### src/rtl/label_compactor_pkg.sv
// Shared sizing and FSM encoding for the label compactor and its lookup table.
package label_compactor_pkg;

  localparam int MAX_OBJ = 15;
  localparam int IMG_PIX = 1024;
  localparam int ADDR_W  = 10;
  localparam int LBL_W   = 8;
  localparam int CNT_W   = 4;

  typedef enum logic [2:0] {
    IDLE,
    RD,
    CMP,
    WR,
    DONE
  } state_e;

endpackage

### src/rtl/label_compactor_cam.sv
// Old-label lookup table: combinational match on key, allocation at a caller-chosen entry.
module label_cam #(
  parameter int N  = 15,
  parameter int IW = $clog2(N)
) (
  input  logic          clk,
  input  logic          reset,
  input  logic          clear,
  input  logic          alloc,
  input  logic [IW-1:0] alloc_idx,
  input  logic [7:0]    key,
  output logic          hit,
  output logic [IW-1:0] idx
);

  logic [N-1:0] vld_q;
  logic [7:0]   lbl_q [N];

  always_ff @(posedge clk or posedge reset) begin
    if (reset) begin
      vld_q <= '0;
      for (int i = 0; i < N; i++) lbl_q[i] <= '0;
    end else if (clear) begin
      vld_q <= '0;
    end else if (alloc) begin
      vld_q[alloc_idx] <= 1'b1;
      lbl_q[alloc_idx] <= key;
    end
  end

  // Stored labels are unique, so at most one entry can match.
  always_comb begin
    hit = 1'b0;
    idx = '0;
    for (int i = 0; i < N; i++) begin
      if (vld_q[i] && (lbl_q[i] == key)) begin
        hit = 1'b1;
        idx = IW'(i);
      end
    end
  end

endmodule

### src/rtl/label_compactor.sv
// Rewrites a label image in place so nonzero labels become 1..obj_cnt in raster order of first appearance.
// Optional per-label pixel counters and area readout are enabled with LABEL_COMPACTOR_AREA_EN.
module label_compactor #(
  parameter int MAX_OBJ = label_compactor_pkg::MAX_OBJ,
  parameter int IMG_PIX = label_compactor_pkg::IMG_PIX
) (
  input  logic        clk,
  input  logic        reset,
  input  logic        start,
  input  logic [7:0]  sram_q,
  output logic [9:0]  sram_a,
  output logic [7:0]  sram_d,
  output logic        sram_wen,
  output logic        done,
  output logic [3:0]  obj_cnt,
  output logic        overflow
`ifdef LABEL_COMPACTOR_AREA_EN
  ,
  input  logic [3:0]  area_sel,
  output logic [10:0] area
`endif
);

  import label_compactor_pkg::*;

  localparam int                IW        = $clog2(MAX_OBJ);
  localparam logic [CNT_W-1:0]  MAX_CNT   = CNT_W'(MAX_OBJ);
  localparam logic [ADDR_W-1:0] LAST_ADDR = ADDR_W'(IMG_PIX - 1);

  state_e            state_q;
  logic [ADDR_W-1:0] addr_q, addr_d, sram_a_q;
  logic [LBL_W-1:0]  sram_d_q, label_d;
  logic [CNT_W-1:0]  cnt_q;
  logic              wen_q, done_q, ovf_q;
  logic              start_ok, cam_hit, cam_alloc, full_miss, need_wr, last_pix;
  logic [IW-1:0]     cam_idx;

  assign start_ok = start && ((state_q == IDLE) || (state_q == DONE));
  assign addr_d   = addr_q + 1'b1;
  assign last_pix = (addr_q == LAST_ADDR);

  label_cam #(.N(MAX_OBJ), .IW(IW)) u_cam (
    .clk       (clk),
    .reset     (reset),
    .clear     (start_ok),
    .alloc     (cam_alloc),
    .alloc_idx (IW'(cnt_q)),
    .key       (sram_q),
    .hit       (cam_hit),
    .idx       (cam_idx)
  );

  // New label for the pixel under CMP; defaults to the old one (zero or overflowed).
  always_comb begin
    cam_alloc = 1'b0;
    full_miss = 1'b0;
    label_d   = sram_q;
    if ((state_q == CMP) && (sram_q != '0)) begin
      if (cam_hit) begin
        label_d = LBL_W'(cam_idx) + 8'd1;
      end else if (cnt_q < MAX_CNT) begin
        cam_alloc = 1'b1;
        label_d   = LBL_W'(cnt_q) + 8'd1;
      end else begin
        full_miss = 1'b1;
      end
    end
  end

  assign need_wr = (state_q == CMP) && (label_d != sram_q);

  always_ff @(posedge clk or posedge reset) begin
    if (reset) begin
      state_q  <= IDLE;
      addr_q   <= '0;
      sram_a_q <= '0;
      sram_d_q <= '0;
      wen_q    <= 1'b1;
      done_q   <= 1'b0;
      cnt_q    <= '0;
      ovf_q    <= 1'b0;
    end else begin
      case (state_q)
        IDLE, DONE: begin
          if (start_ok) begin
            state_q  <= RD;
            addr_q   <= '0;
            sram_a_q <= '0;
            cnt_q    <= '0;
            ovf_q    <= 1'b0;
            done_q   <= 1'b0;
          end
        end
        RD: state_q <= CMP;
        CMP: begin
          if (cam_alloc) cnt_q <= cnt_q + 1'b1;
          if (full_miss) ovf_q <= 1'b1;
          if (need_wr) begin
            state_q  <= WR;
            sram_d_q <= label_d;
            wen_q    <= 1'b0;
          end else if (last_pix) begin
            state_q <= DONE;
            done_q  <= 1'b1;
          end else begin
            state_q  <= RD;
            addr_q   <= addr_d;
            sram_a_q <= addr_d;
          end
        end
        WR: begin
          wen_q <= 1'b1;
          if (last_pix) begin
            state_q <= DONE;
            done_q  <= 1'b1;
          end else begin
            state_q  <= RD;
            addr_q   <= addr_d;
            sram_a_q <= addr_d;
          end
        end
        default: state_q <= IDLE;
      endcase
    end
  end

  assign sram_a   = sram_a_q;
  assign sram_d   = sram_d_q;
  assign sram_wen = wen_q;
  assign done     = done_q;
  assign obj_cnt  = cnt_q;
  assign overflow = ovf_q;

`ifdef LABEL_COMPACTOR_AREA_EN
  logic [10:0]   area_q [MAX_OBJ];
  logic [IW-1:0] area_idx;

  assign area_idx = cam_hit ? cam_idx : IW'(cnt_q);

  always_ff @(posedge clk or posedge reset) begin
    if (reset) begin
      for (int i = 0; i < MAX_OBJ; i++) area_q[i] <= '0;
    end else if (start_ok) begin
      for (int i = 0; i < MAX_OBJ; i++) area_q[i] <= '0;
    end else if ((state_q == CMP) && (cam_hit || cam_alloc)) begin
      area_q[area_idx] <= area_q[area_idx] + 11'd1;
    end
  end

  always_comb begin
    area = '0;
    if ((area_sel != 4'd0) && (area_sel <= cnt_q)) area = area_q[IW'(area_sel - 4'd1)];
  end
`endif

endmodule

### config.mk
export PLATFORM = sky130hd
export DESIGN_NAME = label_compactor
export DESIGN_NICKNAME = d
export VERILOG_FILES = /design/src/rtl/label_compactor_pkg.sv /design/src/rtl/label_compactor_cam.sv /design/src/rtl/label_compactor.sv
export SDC_FILE = /design/constraint.sdc
export NUM_CORES = 1
export LEC_CHECK = 0
export CORE_AREA = 3 3 155 157
export DETAILED_ROUTE_END_ITERATION = 12
export DIE_AREA = 0 0 158 160
export PLACE_DENSITY = 0.67
export SLEW_MARGIN = 30
export SYNTH_ARGS = -nofsm -noshare
export SYNTH_HDL_FRONTEND = slang
export SYNTH_SLANG_ARGS = --single-unit
### constraint.sdc
create_clock -name clk -period 11.5 [get_ports clk]
set_clock_uncertainty 0.1 [all_clocks]
set_input_delay 1.725 -clock clk [delete_from_list [all_inputs] [get_ports clk]]
set_output_delay 1.725 -clock clk [all_outputs]
set_load 0.02 [all_outputs]
## Word-level counts from Yosys, hierarchy flattened

Cells that the tools add are included.
W data, S select, Z words.

- Add/subtract/negate cells: 4
- $lt $le $gt $ge: 5
- Eq/ne operators: 26
- Muxes and demuxes: 67
- Bitwise operators: 3
- Reductions and logical operators: 34

Operators by type and width:

| kind | number |
|---|---|
| $bwmux W120 | 1 |
| $eq A8 B8 Y1 | 15 |
| $pmux W10 S3 | 2 |
| $mux W10 | 5 |
| $mux W4 | 9 |
| $demux W8 S4 | 1 |
| $mux W8 | 4 |
| $mux W15 | 2 |
| $mux W1 | 28 |
| $mux W3 | 7 |
| $logic_and A1 B1 Y1 | 20 |
| $or A15 B15 Y15 | 1 |
| $pmux W3 S4 | 1 |
| $add A10 B1 Y10 const B | 1 |
| $add A4 B1 Y5 const B | 2 |
| $eq A10 B10 Y1 const B | 1 |
| $ne A2 B2 Y1 const B | 5 |
| $reduce_and A3 Y1 | 3 |
| $ne A8 B8 Y1 | 1 |
| $pmux W4 S2 | 1 |
| $reduce_bool A8 Y1 | 1 |
| $eq A3 B2 Y1 const B | 2 |
| $reduce_and A2 Y1 | 3 |
| $reduce_bool A2 Y1 | 3 |
| other kinds (18) | 20 |

- Register bits after elaboration: 173
- Input port bits: 11
- Logic and storage cells: 163

## Longest topological paths before layout

Gate-level depths: netlist of run 1.

- Depth in word-level cells: 23
- Depth in mapped cells: 20
- Depth with buffers taken out: 16

## Hierarchy

From an unflattened synthesis of run 1, not the netlist that was laid out.

- Cell total of the unflattened synthesis: 743
- Area, all modules: 8593.2 µm²

Modules (own cells, without submodules):

| module | instances | cells each | area each (µm²) |
|---|---|---|---|
| label_cam | 1 | 569 | 6910.4 |
| label_compactor | 1 | 174 | 1682.9 |

## Worst setup path after synthesis of run 1

No wires, ideal clock.

- Path kind: input port to flip-flop
- Start point: in sram_q[5]
- End point: reg state_q[0]
- Library setup time: 124 ps
- Arrival time: 4770 ps
- Data required time: 11276 ps
- Setup slack: 6507 ps
- Stages: 20
- Buffers on the path: 4
- Cell sequence: buf_6 -> buf_12 -> buf_6 -> xnor2_2 -> nand3_1 -> or3_1 -> o211ai_1 -> a21boi_1 -> nor2b_1 -> nor2_1 -> nor2_1 -> ha_1 -> nand2_1 -> o2bb2ai_1 -> a31oi_1 -> nor4b_1 -> o2111a_2 -> nand3_4 -> buf_6 -> o31a_1

- Word-level cells in the longest chain between the ends: 23

RTL lines:

| what | RTL line | source |
|---|---|---|
| start: declaration | label_compactor.sv:10 | `input logic [7:0] sram_q,` |
| $eq A8 B8 Y1 | label_compactor_cam.sv:36 | `if (vld_q[i] && (lbl_q[i] == key)) begin` |
| $logic_and A1 B1 Y1 | label_compactor_cam.sv:36 |  |
| $mux W1 | label_compactor_cam.sv:36 |  |
| $mux W2 or $mux W1 (tied branches) (2 in series) | label_compactor_cam.sv:36 |  |
| $mux W3 or $mux W1 (tied branches) (4 in series) | label_compactor_cam.sv:36 |  |
| $mux W4 or $mux W1 (tied branches) (7 in series) | label_compactor_cam.sv:36 |  |
| $add A4 B1 Y5 or $mux W1 (tied branches) | label_compactor.sv:60, label_compactor_cam.sv:36 |  |
| $mux W8 | label_compactor.sv:59 | `if (cam_hit) begin` |
| $mux W8 | label_compactor.sv:58 | `if ((state_q == CMP) && (sram_q != '0)) begin` |
| $ne A8 B8 Y1 * | label_compactor.sv:70 | `assign need_wr = (state_q == CMP) && (label_d != sram_q);` |
| $logic_and A1 B1 Y1 * | label_compactor.sv:70 |  |
| $mux W3 * | label_compactor.sv:98 | `if (need_wr) begin` |
| $pmux W3 S4 * | label_compactor.sv:83 | `case (state_q)` |
| end signal: assignment | label_compactor.sv:74 | `state_q <= IDLE;` |
| end signal: assignment | label_compactor.sv:86 | `state_q <= RD;` |
| end signal: assignment | label_compactor.sv:99 | `state_q <= WR;` |
| end: declaration | label_compactor.sv:30 | `state_e state_q;` |

Every way passes the cells marked *; elsewhere a longest branch is shown, timed or not.
A chain may end at the register's enable or synchronous reset.

## Worst setup path in the final report of run 1

Same ends and word-level chain as after synthesis.

==> results of run 1 <==
metal layers:
layer  GRT usage  vias up
met5           0        -
met4      0.0497        0
met3      0.0366       38
met2       0.236      158
met1       0.233     3032
li1            -     2825
layout make-up:
cell class	instances	area (um^2)
Timing Repair Buffer	45	419
Tap cell	285	357
Sequential cell	163	4080
Inverter	13	53.8
Clock buffer	21	480
Clock inverter	11	163
Multi-Input combinational cell	567	4350
Fill cell	2153	12700
critical path: stages:
cell	delay [ps]
sky130_fd_sc_hd__clkdlybuf4s50_1	450
sky130_fd_sc_hd__buf_4	390
sky130_fd_sc_hd__xnor2_1	200
sky130_fd_sc_hd__nand4_1	120
sky130_fd_sc_hd__nor3_1	430
sky130_fd_sc_hd__nor2_1	80
sky130_fd_sc_hd__a221oi_1	340
sky130_fd_sc_hd__nor2b_1	340
sky130_fd_sc_hd__nor2_1	70
sky130_fd_sc_hd__nor2_1	150
sky130_fd_sc_hd__ha_1	210
sky130_fd_sc_hd__nand2_1	60
sky130_fd_sc_hd__o2bb2ai_1	160
sky130_fd_sc_hd__a31oi_1	60
sky130_fd_sc_hd__nor4b_1	400
sky130_fd_sc_hd__o2111a_2	430
sky130_fd_sc_hd__nand3_4	210
sky130_fd_sc_hd__o31a_1	340
sequential cells by signal (all words and copies together), names as in the netlist:
register	flops
sram_d	8
done	1
sram_wen	1
state_q	3
overflow	1
obj_cnt	4
u_cam.lbl_q	120
addr_q	10
u_cam.vld_q	15
power groups by stage:
| stage | registers [mW] | logic (mW) | clock network (mW) |
|---|---|---|---|
| after floorplan | 0.887 | 0.516 | 0 |
| after detailed placement | 0.887 | 0.690 | 0 |
| after global placement | 0.881 | 0.675 | 0 |
| final | 0.879 | 0.690 | 0.618 |
| after global routing | 0.905 | 0.759 | 0.656 |
| after CTS | 0.879 | 0.693 | 0.630 |
cells in the mapped netlist (all sizes together) (4+ instances only):
master	number
mux2i	6
a211oi	6
o21ai	23
xor2	5
buf	39
clkbuf	17
and3	17
nor4	4
xnor2	116
nand3	33
or3	5
nand2b	5
mux2	113
inv	13
nand2	65
dfrtp	162
nor2b	4
nand4	33
and2	5
a21oi	12
nor3	22
a31oi	8
ha	6
nor2	26
a21o	14
per-stage QoR:
| step | worst slack [ps] | std cells | area, um^2 | utilization |
|---|---|---|---|---|
| 2_1_floorplan | 5270 | 799 | 8890 | - |
| 3_3_place_gp | 5380 | 1073 | 9260 | 0.409 |
| 5_1_grt | 5220 | 1105 | 9900 | 0.437 |
| 3_5_place_dp | 5190 | 1073 | 9260 | 0.409 |
| 6_report | 5520 | 1105 | 9900 | 0.437 |
| 4_1_cts | 5620 | 1105 | 9900 | 0.437 |
logic make-up (layout without fill, tap and decap cells):
family / count (synthesis) / in the layout / synth area share
AOI/OAI and AO/OA: 90 / 90 / 0.0708
xor gates and xnor gates: 121 / 121 / 0.122
adders and majority gates: 6 / 6 / 0.00845
buffers and inverters: 69 / 90 / 0.0514
DFF: 163 / 163 / 0.459
muxes: 119 / 119 / 0.150
and+or+nand+nor: 231 / 231 / 0.138
cells in the final DEF (no fill, tap or decap), types with 4 or more instances in the layout:
master,instances
sky130_fd_sc_hd__o21ai_0,23
sky130_fd_sc_hd__nor2_1,26
sky130_fd_sc_hd__inv_1,12
sky130_fd_sc_hd__a211oi_1,6
sky130_fd_sc_hd__nor2b_1,4
sky130_fd_sc_hd__and3_1,16
sky130_fd_sc_hd__buf_4,9
sky130_fd_sc_hd__and2_1,5
sky130_fd_sc_hd__mux2_2,105
sky130_fd_sc_hd__clkbuf_8,4
sky130_fd_sc_hd__mux2_1,8
sky130_fd_sc_hd__or3_1,5
sky130_fd_sc_hd__nand3_1,32
sky130_fd_sc_hd__xnor2_1,113
sky130_fd_sc_hd__dfrtp_1,162
sky130_fd_sc_hd__nor3_1,18
sky130_fd_sc_hd__a31oi_1,8
sky130_fd_sc_hd__mux2i_1,6
sky130_fd_sc_hd__nand2b_1,5
sky130_fd_sc_hd__inv_6,4
sky130_fd_sc_hd__ha_1,6
sky130_fd_sc_hd__nand2_1,64
sky130_fd_sc_hd__clkbuf_16,17
sky130_fd_sc_hd__clkdlybuf4s50_1,33
sky130_fd_sc_hd__a21oi_1,11
sky130_fd_sc_hd__a21o_1,14
sky130_fd_sc_hd__xor2_1,5
sky130_fd_sc_hd__nand4_1,33
worst max path at each step:
| stage | from | end | slack (ps) | cells after the start |
|---|---|---|---|---|
| 6_report | sram_q[5] | state_q[0]$_DFFE_PP0P_ | 5520 | 18 |
| 5_1_grt | sram_q[7] | state_q[0]$_DFFE_PP0P_ | 5220 | 18 |
| 4_1_cts | sram_q[5] | state_q[0]$_DFFE_PP0P_ | 5620 | 17 |
| 3_5_place_dp | sram_q[5] | state_q[0]$_DFFE_PP0P_ | 5190 | 17 |
| 3_3_place_gp | sram_q[7] | state_q[0]$_DFFE_PP0P_ | 5380 | 18 |
| 2_1_floorplan | reset | addr_q[0]$_DFFE_PP0P_ | 5270 | 1 |
==> results.cfg, run 1 <==
[synth]
synth-main-ff-cell = sky130_fd_sc_hd__dfrtp_1
netlist_area_mm2 = 0.00889
yosys_warnings = 0
syn_area_per_cell_um2 = 11.1
mapped_cells = 799
synth_nets = 816
yosys.area.top_type_share = 0.456
synth_top_area_cell = sky130_fd_sc_hd__dfrtp_1
ys_top_cells_by_area = sky130_fd_sc_hd__dfrtp_1 46%, sky130_fd_sc_hd__mux2_2 13%, sky130_fd_sc_hd__xnor2_1 11%, sky130_fd_sc_hd__nand2_1 2.7%, sky130_fd_sc_hd__buf_6 2.4%
ys_types = 66
postSynthRegisterBits = 163
synth_seq_area_share = 0.459
synth_edf_count = 0
ys_async_sr_fraction = 1.00

[setup_path]
criticalPathCategory = in -> reg
crit_end_category = register
worst_r2r_endpoint = state_q[0]$_DFFE_PP0P_
reg2regPathDepth = 16
critPathArrivalTime_ps = 6190
worst_setup_path_start_kind = primary input
regToRegSetupSlack_ps = 7280
worst_ep_required_time_ps = 11710
timing.rr.start = u_cam.lbl_q[46]$_DFFE_PP0P_
largest_fanout_on_the_critical_path = 31

[sta]
totalNegativeSetupSlack_ps = 0
final_min_period_over_clock_period = 0.520
maxClockFrequency_ghz = 0.167
setup_repair_after_global_routing_missed_its_margin = no
maxSlewHeadroom = 0.374
drv_slew = 0
worst_hold_slack_ps = 378
timing_hold_violations_final = 0
finalSetupViolCount = 0
post-route-min-period_ps = 5980
tightest_slew_ps = 932

[clock_tree]
cts.htree.levels = 4
clockRootBuffer = sky130_fd_sc_hd__clkbuf_16
clkSinkCount = 163
cts.hold.buffers_added = 0
tritoncts = yes
clock_pin_slew_on_the_worst_setup_and_hold_paths_ps = 70
clkLatencyLatePin_ps = 430
cts.repair.resized = 0
cts_max_path_buffers = 2
post_cts_buffers = 0
cts_inserted_buffers = 17

[route]
met1Wirelength_um = 9410
number_of_nets_with_antenna_violations_after_routing = 0
drt_pre_antenna_iters = 5
postRouteWirelength_um = 19500
routed_len_inst_um = 17.6
avgViaCountPerCell = 5.48
top_signal_layer_used = met4
remaining_drc_errors = 0
detailedRoute.firstIterationViolations = 423
met3_length_um = 840
met2_wirelength_um = 8760
num_vias = 6053

[run_status]
run_status = complete, no violations

[global_route]
grt_antenna_before_repair = 0
grt.total_usage = 0.160
grt_max_degree = 95
grt_pass1_wl_um = 32000
number_of_global_route_vias_before_repair = 5984
global_route.overflow_total = 0

[pwr]
power_report.internal_total_mw = 1.46
total_switching_power_mw = 0.726
comb_power_share = 0.315
power_switching_share = 0.332
power.share.clock = 0.283
power_per_cell_area_mw_per_mm2 = 221
cellLeakagePower_nw = 4.27
power_frac_seq = 0.402
fin_total_pwr_mw = 2.19
max-vdd-ir-drop_mv = 0.100

[place]
port_buffers = 35
finalWeightedCongestion = 0.845
dp_hpwl_um = 12500

[hold_path]
hold_end = u_cam.vld_q[3]$_DFFE_PP0P_
timing.hold.worst.class = reg -> reg
hold_depth = 2
worstHoldStart = u_cam.vld_q[3]$_DFFE_PP0P_

[floorplanning]
initial_utilization = 0.392
ioPinCount = 36
die_w_um = 158
fp.coreArea_mm2 = 0.0226
die_height_um = 160
die-area_mm2 = 0.0253
placementRows = 55

[cells_and_area]
layout_cells_sized_above_1 = 0.206
antenna_cells_inserted = 0
layout.nets = 824
synth_to_final_area_change_pct = 11.4

[flow_run]
max_cap_viol_count = 0
No activity file was read; power rests on OpenSTA's default activity.
==> run 2, diff against run 1 <==
--- a/config.mk
+++ b/config.mk
@@ -8,7 +8,7 @@
 export CORE_AREA = 3 3 155 157
 export DETAILED_ROUTE_END_ITERATION = 12
 export DIE_AREA = 0 0 158 160
-export PLACE_DENSITY = 0.67
+export PLACE_DENSITY = 0.69
 export SLEW_MARGIN = 30
 export SYNTH_ARGS = -nofsm -noshare
 export SYNTH_HDL_FRONTEND = slang
==> constraint.sdc (replaced) <==
create_clock -name clk -period 5.5 [get_ports clk]
set_clock_uncertainty 0.1 [all_clocks]
set_input_delay 0.825 -clock clk [delete_from_list [all_inputs] [get_ports clk]]
set_output_delay 0.825 -clock clk [all_outputs]
set_load 0.02 [all_outputs]
==> run 2 against run 1 <==
Net effect: sequential share of layout area is 0.22 points lower; wire length shrank 1.8%; cell count rose by 0.90%; flip-flop and latch count unchanged; non-clock buffer count grew 10; combinational power up 110%; critical path depth stayed put; global-route usage decreased by 0.12 points; register-to-register slack lost 5900 ps; worst hold slack got worse by 2.1 ps; utilization is 0.24 points higher; first-iteration DRC count down 9.7%.
==> results.cfg, run 2 (same netlist as run 1, synthesis figures left out) <==
[cells_and_area]
top_library_cells_by_usage_in_the_layout_fill_and_taps_aside = 162 x sky130_fd_sc_hd__dfrtp_1, 113 x sky130_fd_sc_hd__xnor2_1, 105 x sky130_fd_sc_hd__mux2_2
antenna_cells_inserted = 0
layout_cells_sized_above_1 = 0.213
max_flop_register = u_cam.lbl_q
final_cell_area_mm2 = 0.00996
layout.nets = 834
layout_commonest_cell = sky130_fd_sc_hd__dfrtp_1
top_regs = u_cam.lbl_q: 120 flops, u_cam.vld_q: 15 flops, addr_q: 10 flops
synth_to_final_area_change_pct = 12.0
largest_register_ffs = 120
fillers = 2081

[run_status]
run_status = complete, no violations

[global_route]
number_of_global_route_vias_before_repair = 5937
grt_max_degree = 91
grt.total_usage = 0.158
grt_pass1_wl_um = 31800
global_route.overflow_total = 0
grt_antenna_before_repair = 0

[route]
postRouteWirelength_um = 19100
detailedRoute.firstIterationViolations = 382
number_of_nets_with_antenna_violations_after_routing = 0
num_vias = 6054
routed_len_inst_um = 17.2
remaining_drc_errors = 0
drt_pre_antenna_iters = 5
avgViaCountPerCell = 5.43

[clock_tree]
cts.repair.resized = 0
cts_max_path_buffers = 2
cts.htree.levels = 4
clockRootBuffer = sky130_fd_sc_hd__clkbuf_16
cts_inserted_buffers = 17
clkLatencyLatePin_ps = 430
post_cts_buffers = 0
cts.hold.buffers_added = 0
clkSinkCount = 163
clock_pin_slew_on_the_worst_setup_and_hold_paths_ps = 60
tritoncts = yes

[setup_path]
largest_fanout_on_the_critical_path = 14
critical_path.cell_chain = clkdlybuf4s50_1 > buf_4 > xnor2_1 > nand2_1 > or3_1 > o211ai_1 > a21boi_1 > nor2b_1 > nor2_1 > nor2_1 > ha_1 > nand2_1 > o2bb2ai_1 > a31oi_1 > nor4b_1 > o2111a_2 > nand3_4 > o31a_1
worst_ep_required_time_ps = 5710
cpMaxStageDelayCell = sky130_fd_sc_hd__clkdlybuf4s50_1
path_buf_inv = 2
critPathArrivalTime_ps = 5100
critical-path-top-delay-family = simple AND/OR/NAND/NOR gates
criticalPathCategory = in -> reg
crit_end_category = register
slowest_delay_ps = 750
worst_setup_path_start_kind = primary input

[place]
port_buffers = 35
finalWeightedCongestion = 0.823
dp_hpwl_um = 12600
placed_area_mm2 = 0.00939

[sta]
totalNegativeSetupSlack_ps = 0
setup_repair_after_global_routing_missed_its_margin = no
final_min_period_over_clock_period = 0.888
tightest_slew_ps = 941
timing_hold_violations_final = 0
post-route-min-period_ps = 4890
maxClockFrequency_ghz = 0.205
drv_slew = 0
maxSlewHeadroom = 0.368
finalSetupViolCount = 0

[pwr]
max-vdd-ir-drop_mv = 0.169
power_per_cell_area_mw_per_mm2 = 443
cellLeakagePower_nw = 4.30

[floorplanning]
fp.coreArea_mm2 = 0.0226
die-area_mm2 = 0.0253
die_height_um = 160
initial_utilization = 0.392
ioPinCount = 36
die_w_um = 158
placementRows = 55

[hold_path]
timing.hold.worst.class = reg -> reg

[flow_run]
max_cap_viol_count = 0
run 2: area by class of cell:
cell class	count	area [um^2]	area share
Inverter	13	53.8	0.00540
Clock buffer	21	460	0.0462
Clock inverter	11	103	0.0103
Multi-Input combinational cell	567	4350	0.437
Sequential cell	163	4080	0.410
Tap cell	285	357	0.0358
Timing Repair Buffer	55	553	0.0555
run 2: metal layers:
metal	up-vias	share of wire	GRT usage	wire length, um
li1	2844	-	-	-
met4	0	0.011	0.0348	218
met1	3051	0.49	0.233	9450
met3	14	0.039	0.0341	750
met5	-	0	0	0
met2	145	0.46	0.241	8720
run 2: worst paths after layout:
| kind | startpoint | endpoint | slack, ps | cells past startpoint |
|---|---|---|---|---|
| min in group asynchronous | reset | u_cam.lbl_q[53]$_DFFE_PP0P_ | 840 | 2 |
| max reg2reg | u_cam.lbl_q[45]$_DFFE_PP0P_ | state_q[0]$_DFFE_PP0P_ | 1410 | 16 |
| min | u_cam.vld_q[2]$_DFFE_PP0P_ | u_cam.vld_q[2]$_DFFE_PP0P_ | 380 | 2 |
| min reg2reg | u_cam.vld_q[2]$_DFFE_PP0P_ | u_cam.vld_q[2]$_DFFE_PP0P_ | 380 | 2 |
| max | sram_q[1] | state_q[0]$_DFFE_PP0P_ | 610 | 18 |
| max in group asynchronous | reset | u_cam.lbl_q[3]$_DFFE_PP0P_ | 3380 | 3 |
run 2: tightest hold or removal path, cell delays in order (launching register included):
cell and delay (ps):
sky130_fd_sc_hd__dfrtp_1 340, sky130_fd_sc_hd__nand2_1 50, sky130_fd_sc_hd__nand2_1 50
run 2: per-stage QoR:
step                 util  worst slack, ps  instances  hold WS (ps)  power, mW
floorplan               -              172        799           346       2.93
global placement    0.415              341       1083           359       3.25
detailed placement  0.415              271       1083           364       3.29
CTS                 0.440              714       1115           379       4.44
global route        0.440              367       1115           397       4.69
finish              0.440              614       1115           376       4.41
run 2: power breakdown:
group          internal [mW]  switching (mW)
logic                  0.726           0.704
registers               1.56           0.275
clock network          0.648           0.493
